[src/rtl/bk_adder_bist.sv]
// bk_adder_bist
// Built-in self-test engine for the 8-bit Brent-Kung adder. It feeds LFSR-generated
// operands to an external adder and compares {Cout,Sum} against an internal golden sum.
// It counts the mismatches and keeps the first failing vector.

module bk_adder_bist #(
    parameter int unsigned NUM_VECTORS   = 256,
    parameter logic [15:0] LFSR_SEED     = 16'hACE1,
    parameter int unsigned SETTLE_CYCLES = 1
) (
    input  logic        clk,
    input  logic        rst,
    input  logic        start,
    output logic [7:0]  A,
    output logic [7:0]  B,
    output logic        Cin,
    input  logic [7:0]  Sum,
    input  logic        Cout,
    output logic        busy,
    output logic        done,
    output logic        pass,
    output logic [15:0] err_cnt,
    output logic [16:0] fail_vec,
    output logic [8:0]  fail_got
);

    // An all-zero seed would lock the LFSR at zero, so it falls back to the default seed
    localparam logic [15:0] SEED_EFF  = (LFSR_SEED == 16'h0000) ? 16'hACE1 : LFSR_SEED;
    localparam logic [15:0] LFSR_TAPS = 16'hB400;
    localparam logic [15:0] LAST_VEC  = 16'(NUM_VECTORS - 1);
    localparam int          SETTLE_W  = (SETTLE_CYCLES > 1) ? $clog2(SETTLE_CYCLES) : 1;
    localparam logic [SETTLE_W-1:0] SETTLE_LAST = SETTLE_W'(SETTLE_CYCLES - 1);

    typedef enum logic [1:0] {
        IDLE  = 2'd0,
        DRIVE = 2'd1,
        CHECK = 2'd2,
        DONE  = 2'd3
    } state_t;

    state_t state;
    state_t next_state;

    logic [15:0]         lfsr;
    logic [15:0]         lfsr_next;
    logic [15:0]         vec_cnt;
    logic [15:0]         vec_cnt_inc;
    logic [SETTLE_W-1:0] settle_cnt;
    logic                settle_done;
    logic                last_vec;
    logic                start_ok;
    logic [8:0]          golden;
    logic [8:0]          observed;
    logic                mismatch;
    logic                busy_d;
    logic                done_d;
    logic                pass_d;

    // A start request counts only when no run is in progress
    assign start_ok    = start && ((state == IDLE) || (state == DONE));
    assign settle_done = (settle_cnt == SETTLE_LAST);
    assign last_vec    = (vec_cnt == LAST_VEC);
    assign vec_cnt_inc = vec_cnt + 16'd1;

    // The Galois LFSR shifts right and XORs in the taps when the bit leaving it is 1
    assign lfsr_next = (lfsr >> 1) ^ (lfsr[0] ? LFSR_TAPS : 16'h0000);

    // The golden result comes from the registered operands, so it matches what the adder sees
    assign golden   = {1'b0, A} + {1'b0, B} + {8'b0, Cin};
    assign observed = {Cout, Sum};
    // The case-inequality makes X or Z on the adder outputs count as a mismatch in simulation
    assign mismatch = (observed !== golden);

    // State register
    always_ff @(posedge clk) begin
        if (rst) begin
            state <= IDLE;
        end else begin
            state <= next_state;
        end
    end

    // Next-state logic: each vector spends SETTLE_CYCLES in DRIVE and then one cycle in CHECK
    always_comb begin
        next_state = state;
        case (state)
            IDLE:    if (start_ok) next_state = DRIVE;
            DRIVE:   if (settle_done) next_state = CHECK;
            CHECK:   next_state = last_vec ? DONE : DRIVE;
            DONE:    if (start_ok) next_state = DRIVE;
            default: next_state = IDLE;
        endcase
    end

    // Output decode: done and pass trail the DONE state by one cycle, and a restart clears them
    always_comb begin
        busy_d = 1'b0;
        done_d = 1'b0;
        pass_d = 1'b0;
        busy_d = (next_state == DRIVE) || (next_state == CHECK);
        done_d = (state == DONE) && !start;
        pass_d = done_d && (err_cnt == 16'h0000);
    end

    // Registered status outputs
    always_ff @(posedge clk) begin
        if (rst) begin
            busy <= 1'b0;
            done <= 1'b0;
            pass <= 1'b0;
        end else begin
            busy <= busy_d;
            done <= done_d;
            pass <= pass_d;
        end
    end

    // The settle counter holds the operands steady for SETTLE_CYCLES before the result is sampled
    always_ff @(posedge clk) begin
        if (rst) begin
            settle_cnt <= '0;
        end else if ((state == DRIVE) && !settle_done) begin
            settle_cnt <= settle_cnt + 1'b1;
        end else begin
            settle_cnt <= '0;
        end
    end

    // Stimulus path: the LFSR, the vector counter and the operand registers that feed the adder
    always_ff @(posedge clk) begin
        if (rst) begin
            lfsr    <= SEED_EFF;
            vec_cnt <= 16'h0000;
            A       <= 8'h00;
            B       <= 8'h00;
            Cin     <= 1'b0;
        end else if (start_ok) begin
            lfsr    <= SEED_EFF;
            vec_cnt <= 16'h0000;
            A       <= SEED_EFF[15:8];
            B       <= SEED_EFF[7:0];
            Cin     <= 1'b0;
        end else if (state == CHECK) begin
            lfsr    <= lfsr_next;
            vec_cnt <= vec_cnt_inc;
            if (!last_vec) begin
                A   <= lfsr_next[15:8];
                B   <= lfsr_next[7:0];
                Cin <= vec_cnt_inc[0];
            end
        end
    end

    // Result checking: a saturating error count, plus a capture of the first failing vector
    always_ff @(posedge clk) begin
        if (rst) begin
            err_cnt  <= 16'h0000;
            fail_vec <= 17'h00000;
            fail_got <= 9'h000;
        end else if (start_ok) begin
            err_cnt  <= 16'h0000;
            fail_vec <= 17'h00000;
            fail_got <= 9'h000;
        end else if ((state == CHECK) && mismatch) begin
            if (err_cnt != 16'hFFFF) begin
                err_cnt <= err_cnt + 16'd1;
            end
            if (err_cnt == 16'h0000) begin
                fail_vec <= {A, B, Cin};
                fail_got <= observed;
            end
        end
    end

endmodule
[config.mk]
export PLATFORM = sky130hd
export DESIGN_NAME = bk_adder_bist
export DESIGN_NICKNAME = d
export VERILOG_FILES = /design/src/rtl/bk_adder_bist.sv
export SDC_FILE = /design/constraint.sdc
export NUM_CORES = 1
export LEC_CHECK = 0
export CAP_MARGIN = 20
export CORE_ASPECT_RATIO = 2
export CORE_MARGIN = 4
export CORE_UTILIZATION = 35
export DETAILED_ROUTE_END_ITERATION = 10
export GPL_TIMING_DRIVEN = 0
export PLACE_DENSITY_LB_ADDON = 0.1
export REMOVE_ABC_BUFFERS = 1
export SLEW_MARGIN = 10
export SYNTH_ARGS = -nofsm -noshare
export SYNTH_HDL_FRONTEND = slang
export SYNTH_SLANG_ARGS = --single-unit
[constraint.sdc]
create_clock -name clk -period 2.9 [get_ports clk]
set_input_delay 0.58 -clock clk [delete_from_list [all_inputs] [get_ports clk]]
set_output_delay 0.58 -clock clk [all_outputs]
set_load 0.02 [all_outputs]
### Word level (Yosys, flattened, before mapping)

Index checks and enable logic that the tools add are counted.
Widths: inputs -> output; s select.

* logic and storage cells: 61
* input port bits: 12
* bits in latches: 0
* memories kept: 0
* memory bits (read-only): 0
* RAM bits: 0
* register bits after elaboration: 97
* output and inout port bits: 62

* magnitude comparators: 0
* bitwise logic cells: 3
* multiply operators: 0
* shifts and indexed selects: 0
* equal/unequal tests: 9
* div/mod/pow operators: 0
* reductions and logical operators: 18
* add/subtract/negate cells: 5
* mux-type cells: 11

Operators with widths (number)
* $mux 8: 6
* $add 16x1->16 const B: 2
* $eq 16x8->1 const B: 1
* $logic_not 16->1: 1
* $mux 16: 1
* $ne 16x16->1 const B: 1
* $xor 15x16->16: 1
* $add 8x8->9: 1
* $add 9x1->9: 1
* $nex 9x9->1: 1
* $reduce_and 2->1: 4
* $eq 2x2->1 const B: 3
* $mux 2: 3
* $pmux 2 s3: 1
* $reduce_or 2->1: 3
* $logic_and 1x1->1: 5
* $eq 2x1->1 const B: 2
* $logic_not 2->1: 1
* $logic_or 1x1->1: 2
* $ne 2x1->1 const B: 1
* $not 1->1: 2
* $reduce_bool 2->1: 1
* $add 1x1->1 const B: 1
* $logic_not 1->1: 1

### Logic depth before layout (Yosys ltp)

Gate-level depths: netlist of run 1.

* depth after elaboration: 7
* mapped depth: 12
* depth with buffers taken out: 11

### Least setup slack after synthesis of run 1

OpenSTA, ideal clock, no wires.

* kind: register to register
* from: register A[0]
* to: register fail_got[0]
* setup time: 0.128 ns
* path buffers: 1
* period minus slack after synthesis: 2.983 ns
* arrival: 2.854 ns
* slack: -0.083 ns
* stages on the path, launching flop included: 11
* required time: 2.772 ns
* cell sequence: dfxtp_1 inv_1 fa_1 inv_1 fa_1 xor2_1 nor3_1 nand4_2 o41ai_4 clkbuf_1 o21ai_0

* longest elaborated chain between the ends: 5

RTL lines
* start, declared: RTL line 14 `output logic [7:0] A,`
* start signal, assigned: RTL line 140 `A <= SEED_EFF[15:8];`
* start signal, assigned: RTL line 147 `A <= lfsr_next[15:8];`
* $add 8x8->9: RTL line 69 `assign golden = {1'b0, A} + {1'b0, B} + {8'b0, Cin};`
* $add 9x1->9: RTL line 69
* $nex 9x9->1: RTL line 72 `assign mismatch = (observed !== golden);`
* $logic_and 1x1->1: RTL line 164 `end else if ((state == CHECK) && mismatch) begin`
* $reduce_and 2->1 (no line)
* end signal, assigned: RTL line 170 `fail_got <= observed;`
* end, declared: RTL line 24 `output logic [8:0] fail_got`

Every way passes these cells.
A chain may end at the register's enable or synchronous reset.

### Worst setup path after layout of run 1

* from: register B[0]
* to: register err_cnt[8]

* longest elaborated chain between the ends: 5

RTL lines
* start, declared: RTL line 15 `output logic [7:0] B,`
* start signal, assigned: RTL line 141 `B <= SEED_EFF[7:0];`
* start signal, assigned: RTL line 148 `B <= lfsr_next[7:0];`
* $add 8x8->9: RTL line 69
* $add 9x1->9: RTL line 69
* $nex 9x9->1: RTL line 72
* $logic_and 1x1->1: RTL line 164
* $reduce_and 2->1 (no line)
* end signal, assigned: RTL line 166 `err_cnt <= err_cnt + 16'd1;`
* end, declared: RTL line 22 `output logic [15:0] err_cnt,`

Every way passes these cells.

==> results of run 1 <==
==> cell type report <==
type / instances / area share [%]
Clock buffer: 9 / 3.606
Clock inverter: 7 / 1.523
Inverter: 14 / 0.8816
Multi-Input combinational cell: 371 / 41.72
Sequential cell: 97 / 31.20
Tap cell: 147 / 2.945
Timing Repair Buffer: 101 / 18.13
==> layer usage <==
layer	wire (µm)	global-route usage (%)	vias to the layer above
li1	-	-	1943
met3	386	2.830	15
met5	0	0	-
met4	264	6.546	0
met1	4353	17.22	1836
met2	6521	30.12	68
==> worst paths after layout <==
check                               endpoint  slack [ps]  cells after the start
worst min-delay path            fail_vec[11]         460                      2
worst max register to register    err_cnt[8]         -40                     13
worst max-delay path              err_cnt[8]         -40                     13
worst min register to register  fail_vec[11]         460                      2
==> cell families after synthesis <==
group,after synthesis
buffers and inverters,40
adders and majority gates,15
DFF,97
AOI/OAI and AO/OA,95
and+or+nand+nor,212
xor gates and xnor gates,34
muxes,14
other,1
==> registers in the layout (all words and copies together) (netlist names) <==
name,count
fail_vec,17
done,1
vec_cnt,16
fail_got,9
busy,1
lfsr,16
B,8
state,2
settle_cnt,1
err_cnt,16
A,8
pass,1
Cin,1
==> timing repair <==
| item | in CTS | in global routing |
|---|---|---|
| gates resized for setup | 60 | 52 |
| buffers inserted | 15 | 4 |
| endpoints found under the setup margin | 42 | 42 |
| pin swaps | 54 | 32 |
| gates cloned | 3 | 1 |
==> per-stage QoR <==
stage | util, % | hold slack, ps | total power [µW]
floorplan | - | 441.0 | 2268
global placement | 42.53 | 453.8 | 2619
detailed placement | 43.55 | 462.4 | 2721
CTS | 49.46 | 463.9 | 4197
global route | 51.21 | 474.0 | 4472
finish | 51.21 | 457.3 | 4255
==> power breakdown <==
| part | switching [µW] | internal, µW | leakage [µW] | total (µW) |
|---|---|---|---|---|
| Sequential | 103 | 1430 | 0.000787 | 1540 |
| Combinational | 814 | 625 | 0.00117 | 1440 |
| Clock | 524 | 754 | 0.000144 | 1280 |
==> critical path: cells and delay by family (launching register included) <==
kind	cells	cell delay [ps]
AOI/OAI and AO/OA	4	830
adders and majority gates	2	580
and+or+nand+nor	2	430
buffers and inverters	4	410
DFF	1	360
xor gates and xnor gates	1	270
==> cell usage after synthesis (3+ instances only) <==
library cell	number
a31oi_1	6
a21oi_1	26
and3_1	10
xnor2_1	20
ha_1	13
xor2_1	13
nor2_1	43
nand3_1	36
or3_1	11
nand2b_1	4
or4_1	6
a211oi_1	4
nor3_1	5
clkbuf_1	18
buf_2	5
inv_1	14
mux2i_1	14
o31ai_1	7
o21ai_0	36
nand4_1	10
nand2_1	73
dfxtp_1	97
nor4_1	3
==> flow_metrics.env, run 1 <==
export IMPL_grt_setup_unrepaired="yes"
export IMPL_nNetsFinal=621
export IMPL_dp_hpwl_um=7899
export IMPL_power_density_nw_per_um2=681.3
export IMPL_setup_tns_ps=-389.7
export IMPL_yosys_area_top_type_share_pct=44.34
export IMPL_initial_utilization_pct=35.91
export IMPL_yosysWarnings=0
export IMPL_cp_data_arrival_time_ps=3220
export IMPL_hp_start="fail_vec[11]"
export IMPL_clkSinkCount=97
export IMPL_p_leak_uw=0.002102
export IMPL_port_buffers=73
export IMPL_critPathLaunchType="flip-flop"
export IMPL_synth_area_mux_share_pct=3.200
export IMPL_maxSlewViolCount=0
export IMPL_dr_pass1_iters=4
export IMPL_critPathMaxStageDelay_ps=360
export IMPL_critPathMaxFanout=5
export IMPL_place_gp_congestion=0.8273
export IMPL_core_um2=12200
export IMPL_synth_edf_count=0
export IMPL_fin_crit_ps=2944
export IMPL_detail_route_antenna_nets=0
export IMPL_synthFlopType="dfxtp_1"
export IMPL_insertion_delay_ps=340
export IMPL_synth_top_family_by_area="simple AND/OR/NAND/NOR gates"
export IMPL_period_share_pct=101.5
export IMPL_status="complete, but fails checks"
export IMPL_mostFrequentLayoutCell="dfxtp_1"
export IMPL_grtUsageTotal_pct=16.15
export IMPL_viasPerCell=5.177
export IMPL_numCtsBuffers=9
export IMPL_nFillCells=1145
export IMPL_synth_area_um2=4379
export IMPL_ys_ff_latch=97
export IMPL_worst_slack_ps=-43.63
export IMPL_synth_async_sr_flop_share_pct=0
export IMPL_area_growth_pct=42.60
export IMPL_die_height_um=166.2
export IMPL_multi_input_area_um2=2605
export IMPL_postCtsHoldBufs=0
export IMPL_place_ws_ps=-945.2
export IMPL_synth_fa_ha_area_share_pct=4.629
export IMPL_grt_pass1_vias=3776
export IMPL_synth_area_leaders="dfxtp_1 44%, nand2_1 6.3%, nand3_1 4.1%"
export IMPL_cp_end_kind="flip-flop"
export IMPL_skew_ps=7.321
export IMPL_cpMostUsedCell="fa_2"
export IMPL_pin_count=74
export IMPL_hold_viol_final=0
export IMPL_drive_above_1_share_pct=18.70
export IMPL_drt_wirelength_per_cell_um=15.45
export IMPL_drc=0
export IMPL_finalSetupViolations=28
export IMPL_yosys_area_share_simple_pct=23.37
export IMPL_tightest_slew_ps=682.2
export IMPL_synth_compound_area_share_pct=13.74
export IMPL_dr_first_iter_drc_count=106
export IMPL_antenna_found_initial=0
export IMPL_dpl_cell_count=708
export IMPL_reg2reg_from="B[0]"
export IMPL_die_area_um2=14470
export IMPL_routed_wl_um=11530
export IMPL_violations="negative setup slack"
export IMPL_postPlaceCellArea_um2=5311
export IMPL_path_clk_slew_ps=70
export IMPL_syn_inst=508
export IMPL_slew_headroom_pct=54.27
export IMPL_cts_tree="yes"
export IMPL_most_common_layout_cells="94 x dfxtp_1, 73 x nand2_1, 73 x clkdlybuf4s50_1"
export IMPL_seq_area_um2=1948
export IMPL_fmax_ghz=0.3397
export IMPL_dieWidth_um=87.10
export IMPL_htree_levels=3
export IMPL_syn_area_per_cell_um2=8.620
export IMPL_grt_max_degree=35
export IMPL_required_ps=3180
export IMPL_instances_no_fill=746
export IMPL_grt_pass1_wl_um=18670
export IMPL_synth_xor_area_share_pct=6.971
export IMPL_vias=3862
export IMPL_worst_ir_drop_vdd_mv=0.3729
export IMPL_criticalPathCategory="flip-flop to flip-flop"
export IMPL_cp_slowest_cell="dfxtp_4"
export IMPL_synth_cell_types=47
export IMPL_num_rows=57
export IMPL_path_cells="inv_4 > fa_2 > inv_2 > fa_2 > a21o_4 > a221oi_4 > o21ai_2 > xor2_4 > nor4_4 > buf_4 > clkbuf_16 > or3_4 > a21oi_2"
export IMPL_grt_overflow=0
export IMPL_max_clock_path_buffers=2
export IMPL_antenna_cells=0
export IMPL_maxCapViolCount=0
export IMPL_finalInstanceArea_um2=6245
export IMPL_min_path_type="flip-flop to flip-flop"
export IMPL_synth_area_leader_cell="dfxtp_1"
export IMPL_startpoint="B[0]"
export IMPL_ys_seq_area_share_pct=44.34
export IMPL_clockRootBuffer="clkbuf_16"
No activity file was read; power rests on OpenSTA's default activity.
==> run 2: changes to the inputs <==
--- a/config.mk
+++ b/config.mk
@@ -11,7 +11,7 @@
 export CORE_UTILIZATION = 35
 export DETAILED_ROUTE_END_ITERATION = 10
 export GPL_TIMING_DRIVEN = 0
-export PLACE_DENSITY_LB_ADDON = 0.1
+export PLACE_DENSITY = 0.67
 export REMOVE_ABC_BUFFERS = 1
 export SLEW_MARGIN = 10
 export SYNTH_ARGS = -nofsm -noshare
==> flow_metrics.env, run 2 (synthesis results as in run 1) <==
export IMPL_status="complete, but fails checks"
export IMPL_violations="negative setup slack"
export IMPL_port_buffers=73
export IMPL_rrSetupSlack_ps=-9
export IMPL_die_area_um2=14470
export IMPL_dr_pass1_iters=5
export IMPL_worst_slack_ps=-9.069
export IMPL_timing_hold_ws_ps=459.2
export IMPL_drive_above_1_share_pct=15.00
export IMPL_power_uw=4221
export IMPL_reg2reg_from="A[0]"
export IMPL_drc=0
export IMPL_postCtsHoldBufs=0
export IMPL_grtUsageMet3_pct=1.787
export IMPL_power_frac_comb_pct=32.1
export IMPL_period_share_pct=100.3
export IMPL_fmax_ghz=0.3438
export IMPL_dpl_cell_count=709
export IMPL_intPower_uw=2824
export IMPL_core_um2=12200
export IMPL_max_clock_path_buffers=2
export IMPL_cp_end_kind="flip-flop"
export IMPL_tightest_slew_ps=836.6
export IMPL_dp_hpwl_um=7669
export IMPL_worst_ir_drop_vdd_mv=0.6376
export IMPL_required_ps=3170
export IMPL_maxCapViolCount=0
export IMPL_clkSinkCount=97
export IMPL_top_usage_layer="met2"
export IMPL_criticalPathCategory="flip-flop to flip-flop"
export IMPL_maxSlewViolCount=0
export IMPL_area_growth_pct=39.03
export IMPL_critPathMaxFanout=7
export IMPL_path_cells="inv_2 > fa_2 > inv_2 > fa_2 > a21o_1 > a221oi_4 > o21ai_2 > xor2_4 > nor4_4 > buf_12 > or4_1 > a21oi_1"
export IMPL_viasPerCell=5.182
export IMPL_cp_slowest_cell="or4_1"
export IMPL_grt_pass1_vias=3850
export IMPL_cp_depth=12
export IMPL_grtUsageTotal_pct=15.62
export IMPL_mostFrequentLayoutCell="dfxtp_1"
export IMPL_vias=3871
export IMPL_numCtsBuffers=9
export IMPL_finalSetupViolations=2
export IMPL_power_density_nw_per_um2=693.2
export IMPL_insertion_delay_ps=340
export IMPL_clockPowerShare_pct=31.5
export IMPL_htree_levels=3
export IMPL_cts_tree="yes"
export IMPL_post_route_util_pct=49.92
export IMPL_antenna_cells=0
export IMPL_instances_no_fill=747
export IMPL_detail_route_antenna_nets=0
export IMPL_routed_wl_um=11260
export IMPL_hp_start="fail_vec[3]"
export IMPL_critPathCapture="err_cnt[3]"
export IMPL_min_path_type="flip-flop to flip-flop"
export IMPL_critical_path_reg2reg_endpoint="err_cnt[3]"
export IMPL_startpoint="A[0]"
export IMPL_skew_ps=9.685
export IMPL_grt_overflow=0
export IMPL_crit_buf_inv=3
export IMPL_clockRootBuffer="clkbuf_16"
export IMPL_grt_setup_unrepaired="yes"
export IMPL_place_gp_congestion=0.8434
export IMPL_hold_viol_final=0
export IMPL_seq_power_share_pct=36.3
export IMPL_regMostFlops="fail_vec"
export IMPL_antenna_found_initial=0
export IMPL_pin_count=74
export IMPL_r2r_worst_path_cells=12
export IMPL_most_common_layout_cells="94 x dfxtp_1, 73 x nand2_1, 73 x clkdlybuf4s50_1"
export IMPL_dr_first_iter_drc_count=215
export IMPL_grt_use_met2_pct=29.86
export IMPL_nNetsFinal=622
export IMPL_num_rows=57
export IMPL_drt_wirelength_per_cell_um=15.07
export IMPL_fin_crit_ps=2909
export IMPL_switching_share_pct=33.08
export IMPL_critPathMaxStageDelay_ps=480
export IMPL_die_height_um=166.2
export IMPL_critPathLaunchType="flip-flop"
export IMPL_p_leak_uw=0.002108
export IMPL_critPathTopFamily="compound AO/OA/AOI/OAI gates"
export IMPL_grt_max_degree=35
export IMPL_slew_headroom_pct=44.23
export IMPL_dieWidth_um=87.10
export IMPL_initial_utilization_pct=35.91
export IMPL_cp_data_arrival_time_ps=3170
export IMPL_path_clk_slew_ps=70
export IMPL_grt_pass1_wl_um=18330
export IMPL_met1_usage_pct=15.95
export IMPL_setup_tns_ps=-11.03
export IMPL_power_switching_uw=1396
export IMPL_largest_register_ffs=17
## run 2: worst register-to-register path, stage by stage (launching register included)
cell and delay, ps:
dfxtp_2 320, inv_2 60, fa_2 210, inv_2 40
fa_2 370, a21o_1 220, a221oi_4 320, o21ai_2 140
xor2_4 260, nor4_4 110, buf_12 160, or4_1 480
a21oi_1 130
## run 2: power by group through the flow
| stage | clock (µW) | combinational, µW | sequential [µW] |
|---|---|---|---|
| after floorplan | 0 | 649 | 1620 |
| after global placement | 0 | 1040 | 1560 |
| after detailed placement | 0 | 1140 | 1560 |
| after CTS | 1350 | 1320 | 1530 |
| after global routing | 1410 | 1460 | 1550 |
| final | 1330 | 1360 | 1530 |
## run 2: area by class of cell
cell class / count / area, µm²
repair buffers: 102 / 1110
inverters: 14 / 52.55
fillers: 1095 / 6107
clock inverters: 5 / 85.08
flip-flops and latches: 97 / 1946
clock buffers: 11 / 252.7
well taps: 147 / 183.9
multi-input cells: 371 / 2459
## run 2: worst min path at each step
stage	depth (start not counted)	slack [ps]	to
global placement	2	450	fail_got[4]
detailed placement	2	460	fail_vec[9]
floorplan	2	440	A[1]
global route	2	490	B[2]
CTS	2	460	fail_vec[3]
finish	2	460	fail_vec[3]
## run 2: stage by stage
| stage | setup slack, ps | cell area, µm² |
|---|---|---|
| detailed placement | -766.0 | 5319 |
| global route | -162.0 | 6088 |
| floorplan | -875.6 | 4272 |
| global placement | -2677 | 5186 |
| finish | -9.069 | 6088 |
| CTS | -155.3 | 6000 |
## run 2: what timing repair did
item                                    in CTS  in global routing
gates resized for setup                     65                 18
endpoints found under the setup margin      42                 42
setup buffers                               15                  1
cloned                                       5                  0
pin swaps                                   52                 11
hold endpoints to repair                     0                  0
## run 2: routing by layer
layer	vias up	part of all wire, %
li1	1945	-
met1	1844	37
met2	59	58
met3	23	2.6
met4	0	2.5
met5	-	0
==> run 3: changes to the inputs <==
--- a/config.mk
+++ b/config.mk
@@ -5,13 +5,14 @@
 export SDC_FILE = /design/constraint.sdc
 export NUM_CORES = 1
 export LEC_CHECK = 0
+export ABC_AREA = 1
 export CAP_MARGIN = 20
 export CORE_ASPECT_RATIO = 2
 export CORE_MARGIN = 4
 export CORE_UTILIZATION = 35
 export DETAILED_ROUTE_END_ITERATION = 10
 export GPL_TIMING_DRIVEN = 0
-export PLACE_DENSITY = 0.67
+export PLACE_DENSITY = 0.66
 export REMOVE_ABC_BUFFERS = 1
 export SLEW_MARGIN = 10
 export SYNTH_ARGS = -nofsm -noshare
==> flow_metrics.env, run 3 <==
export IMPL_clockPowerShare_pct=25.2
export IMPL_intPower_uw=2954
export IMPL_grt_overflow=0
export IMPL_power_uw=4758
export IMPL_power_frac_comb_pct=39.9
export IMPL_die_height_um=173.7
export IMPL_synth_cell_types=33
export IMPL_critPathLaunchType="flip-flop"
export IMPL_synthFlopType="dfxtp_1"
export IMPL_synth_area_um2=4806
export IMPL_tightest_slew_ps=703.5
export IMPL_insertion_delay_ps=340
export IMPL_die_area_um2=15780
export IMPL_ys_top_cells_by_count="197 x nand2_1, 122 x nor2_1, 99 x inv_1"
export IMPL_largest_register_ffs=17
export IMPL_seq_area_um2=1948
export IMPL_area_growth_pct=32.62
export IMPL_seq_power_share_pct=34.9
export IMPL_period_share_pct=98.00
export IMPL_htree_levels=3
export IMPL_detail_route_antenna_nets=0
export IMPL_mostFrequentLayoutCell="nand2_1"
export IMPL_skew_ps=8.633
export IMPL_pin_count=74
export IMPL_syn_inst=724
export IMPL_place_gp_congestion=0.8347
export IMPL_power_switching_uw=1804
export IMPL_fin_crit_ps=2842
export IMPL_initial_utilization_pct=35.76
export IMPL_synth_area_leader_cell="dfxtp_1"
export IMPL_required_ps=3140
export IMPL_synth_area_leaders="dfxtp_1 40%, nand2_1 15%, nor2_1 9.5%"
export IMPL_maxSlewViolCount=0
export IMPL_grt_pass1_wl_um=20580
export IMPL_syn_area_per_cell_um2=6.638
export IMPL_switching_share_pct=37.92
export IMPL_antenna_found_initial=0
export IMPL_drive_above_1_share_pct=8.385
export IMPL_most_common_layout_cells="193 x nand2_1, 119 x nor2_1, 96 x inv_1"
export IMPL_grtUsageTotal_pct=16.05
export IMPL_num_rows=60
export IMPL_nFillCells=1314
export IMPL_hold_viol_final=0
export IMPL_grt_max_degree=52
export IMPL_synth_async_sr_flop_share_pct=0
export IMPL_drc=0
export IMPL_dpl_cell_count=928
export IMPL_maxCapViolCount=0
export IMPL_ys_ff_latch=97
export IMPL_routed_top_layer="met4"
export IMPL_cp_end_kind="flip-flop"
export IMPL_path_clk_slew_ps=60
export IMPL_regMostFlops="fail_vec"
export IMPL_finalSetupViolations=0
export IMPL_routed_wl_um=13210
export IMPL_nNetsFinal=833
export IMPL_yosysWarnings=0
export IMPL_dr_pass1_iters=4
export IMPL_dp_hpwl_um=8280
export IMPL_grt_setup_unrepaired="yes"
export IMPL_synth_most_common_cell="nand2_1"
export IMPL_core_um2=13440
export IMPL_criticalPathCategory="flip-flop to flip-flop"
export IMPL_critPathMaxFanout=7
export IMPL_cp_data_arrival_time_ps=3080
export IMPL_numCtsBuffers=9
export IMPL_multi_input_area_um2=2572
export IMPL_drt_wirelength_per_cell_um=13.67
export IMPL_drt_met1_wl_um=5015
export IMPL_wl_met2_um=7371
export IMPL_viasPerCell=4.854
export IMPL_power_density_nw_per_um2=746.5
export IMPL_fmax_ghz=0.3518
export IMPL_max_clock_path_buffers=2
export IMPL_vias=4689
export IMPL_antenna_cells=0
export IMPL_wl_met3_um=419
export IMPL_ys_seq_area_share_pct=40.41
export IMPL_status="completed"
export IMPL_dr_first_iter_drc_count=333
export IMPL_synth_edf_count=0
export IMPL_port_buffers=73
export IMPL_yosys_area_top_type_share_pct=40.41
export IMPL_min_path_type="flip-flop to flip-flop"
export IMPL_clockRootBuffer="clkbuf_16"
export IMPL_slew_headroom_pct=53.05
export IMPL_dieWidth_um=90.86
export IMPL_instances_no_fill=966
export IMPL_grt_pass1_vias=4354
export IMPL_worst_ir_drop_vdd_mv=0.3195
export IMPL_p_leak_uw=0.002806
export IMPL_cts_tree="yes"
export IMPL_clkSinkCount=97
run 3: cell count changes in the layout (fill, tap and decap cells not counted), moves of 14 or more:
cell,change
a21oi_1,+17
inv_1,+86
mux2i_1,-14
nand2_1,+120
nand3_1,+16
nor2_1,+76
o21ai_1,-21
xnor2_1,-15
run 3: logic make-up (layout without fill, tap and decap cells):
logic type	count (synthesis)	in the layout	share of synthesized area [%]
AND/OR/NAND/NOR	407	414	35.41
buffers and inverters	126	206	10.54
flip-flops	97	97	40.41
AO/OA/AOI/OAI	69	69	7.707
adder cells (fa/ha/maj)	15	15	4.218
XOR/XNOR	9	9	1.640
other	1	1	0.07803
run 3: worst max-delay path: stages (launching register included):
cell	delay, ps
dfxtp_4	350
inv_2	40
fa_2	380
inv_2	80
fa_1	400
xor2_1	170
nor2_1	100
nand2_1	90
nor2_2	160
nand2_2	80
nor2_4	190
buf_12	140
nand3_4	160
nand3_4	220
nand2_1	80
nand2_1	60
nor2_1	40
run 3: cell type report:
type                    instances  area share (%)
clock inverters                 5          0.8638
clock buffers                  11           3.808
flip-flops and latches         97           30.57
multi-input cells             508           40.36
repair inverters                1         0.07852
inverters                     100           5.948
repair buffers                 89           15.33
well taps                     155           3.043
run 3: layer usage:
metal	up-vias	global-route usage (%)
met5	-	0
met4	0	7.305
met3	31	2.867
met2	88	31.14
met1	2141	16.20
li1	2429	-
run 3: final timing paths:
| check | start | to | slack [ps] | cells past startpoint |
|---|---|---|---|---|
| worst max-delay path | Cin | fail_got[5] | 60 | 16 |
| worst min-delay path | lfsr[14] | lfsr[14] | 470 | 2 |
| worst max register to register | Cin | fail_got[5] | 60 | 16 |
| worst min register to register | lfsr[14] | lfsr[14] | 470 | 2 |
run 3: per-stage QoR:
| stage | worst slack (ps) | area (µm²) | setup TNS, ps | hold WS [ps] | utilization, % |
|---|---|---|---|---|---|
| 2_1_floorplan | -1041 | 4674 | -30120 | 443.6 | - |
| 3_3_place_gp | -3988 | 5599 | -226720 | 461.6 | 41.67 |
| 3_5_place_dp | -631.4 | 5664 | -25960 | 464.1 | 42.15 |
| 4_1_cts | -0.9370 | 6123 | -1.974 | 474.2 | 45.57 |
| 5_1_grt | -62.89 | 6374 | -1101 | 487.3 | 47.43 |
| 6_report | 57.86 | 6374 | 0 | 473.4 | 47.43 |
run 3: power groups by stage:
stage	Combinational [µW]	Sequential [µW]	Clock [µW]
global placement	1550	1690	0
floorplan	889	1810	0
detailed placement	1600	1690	0
global route	2090	1690	1280
CTS	1750	1660	1230
finish	1900	1660	1200
run 3: what timing repair did:
action | 4_1_cts | 5_1_grt
hold buffers | 0 | 0
setup buffers | 4 | 8
gates cloned | 6 | 3
pin swaps | 3 | 14
resized for setup | 10 | 24
setup endpoints to repair | 58 | 58
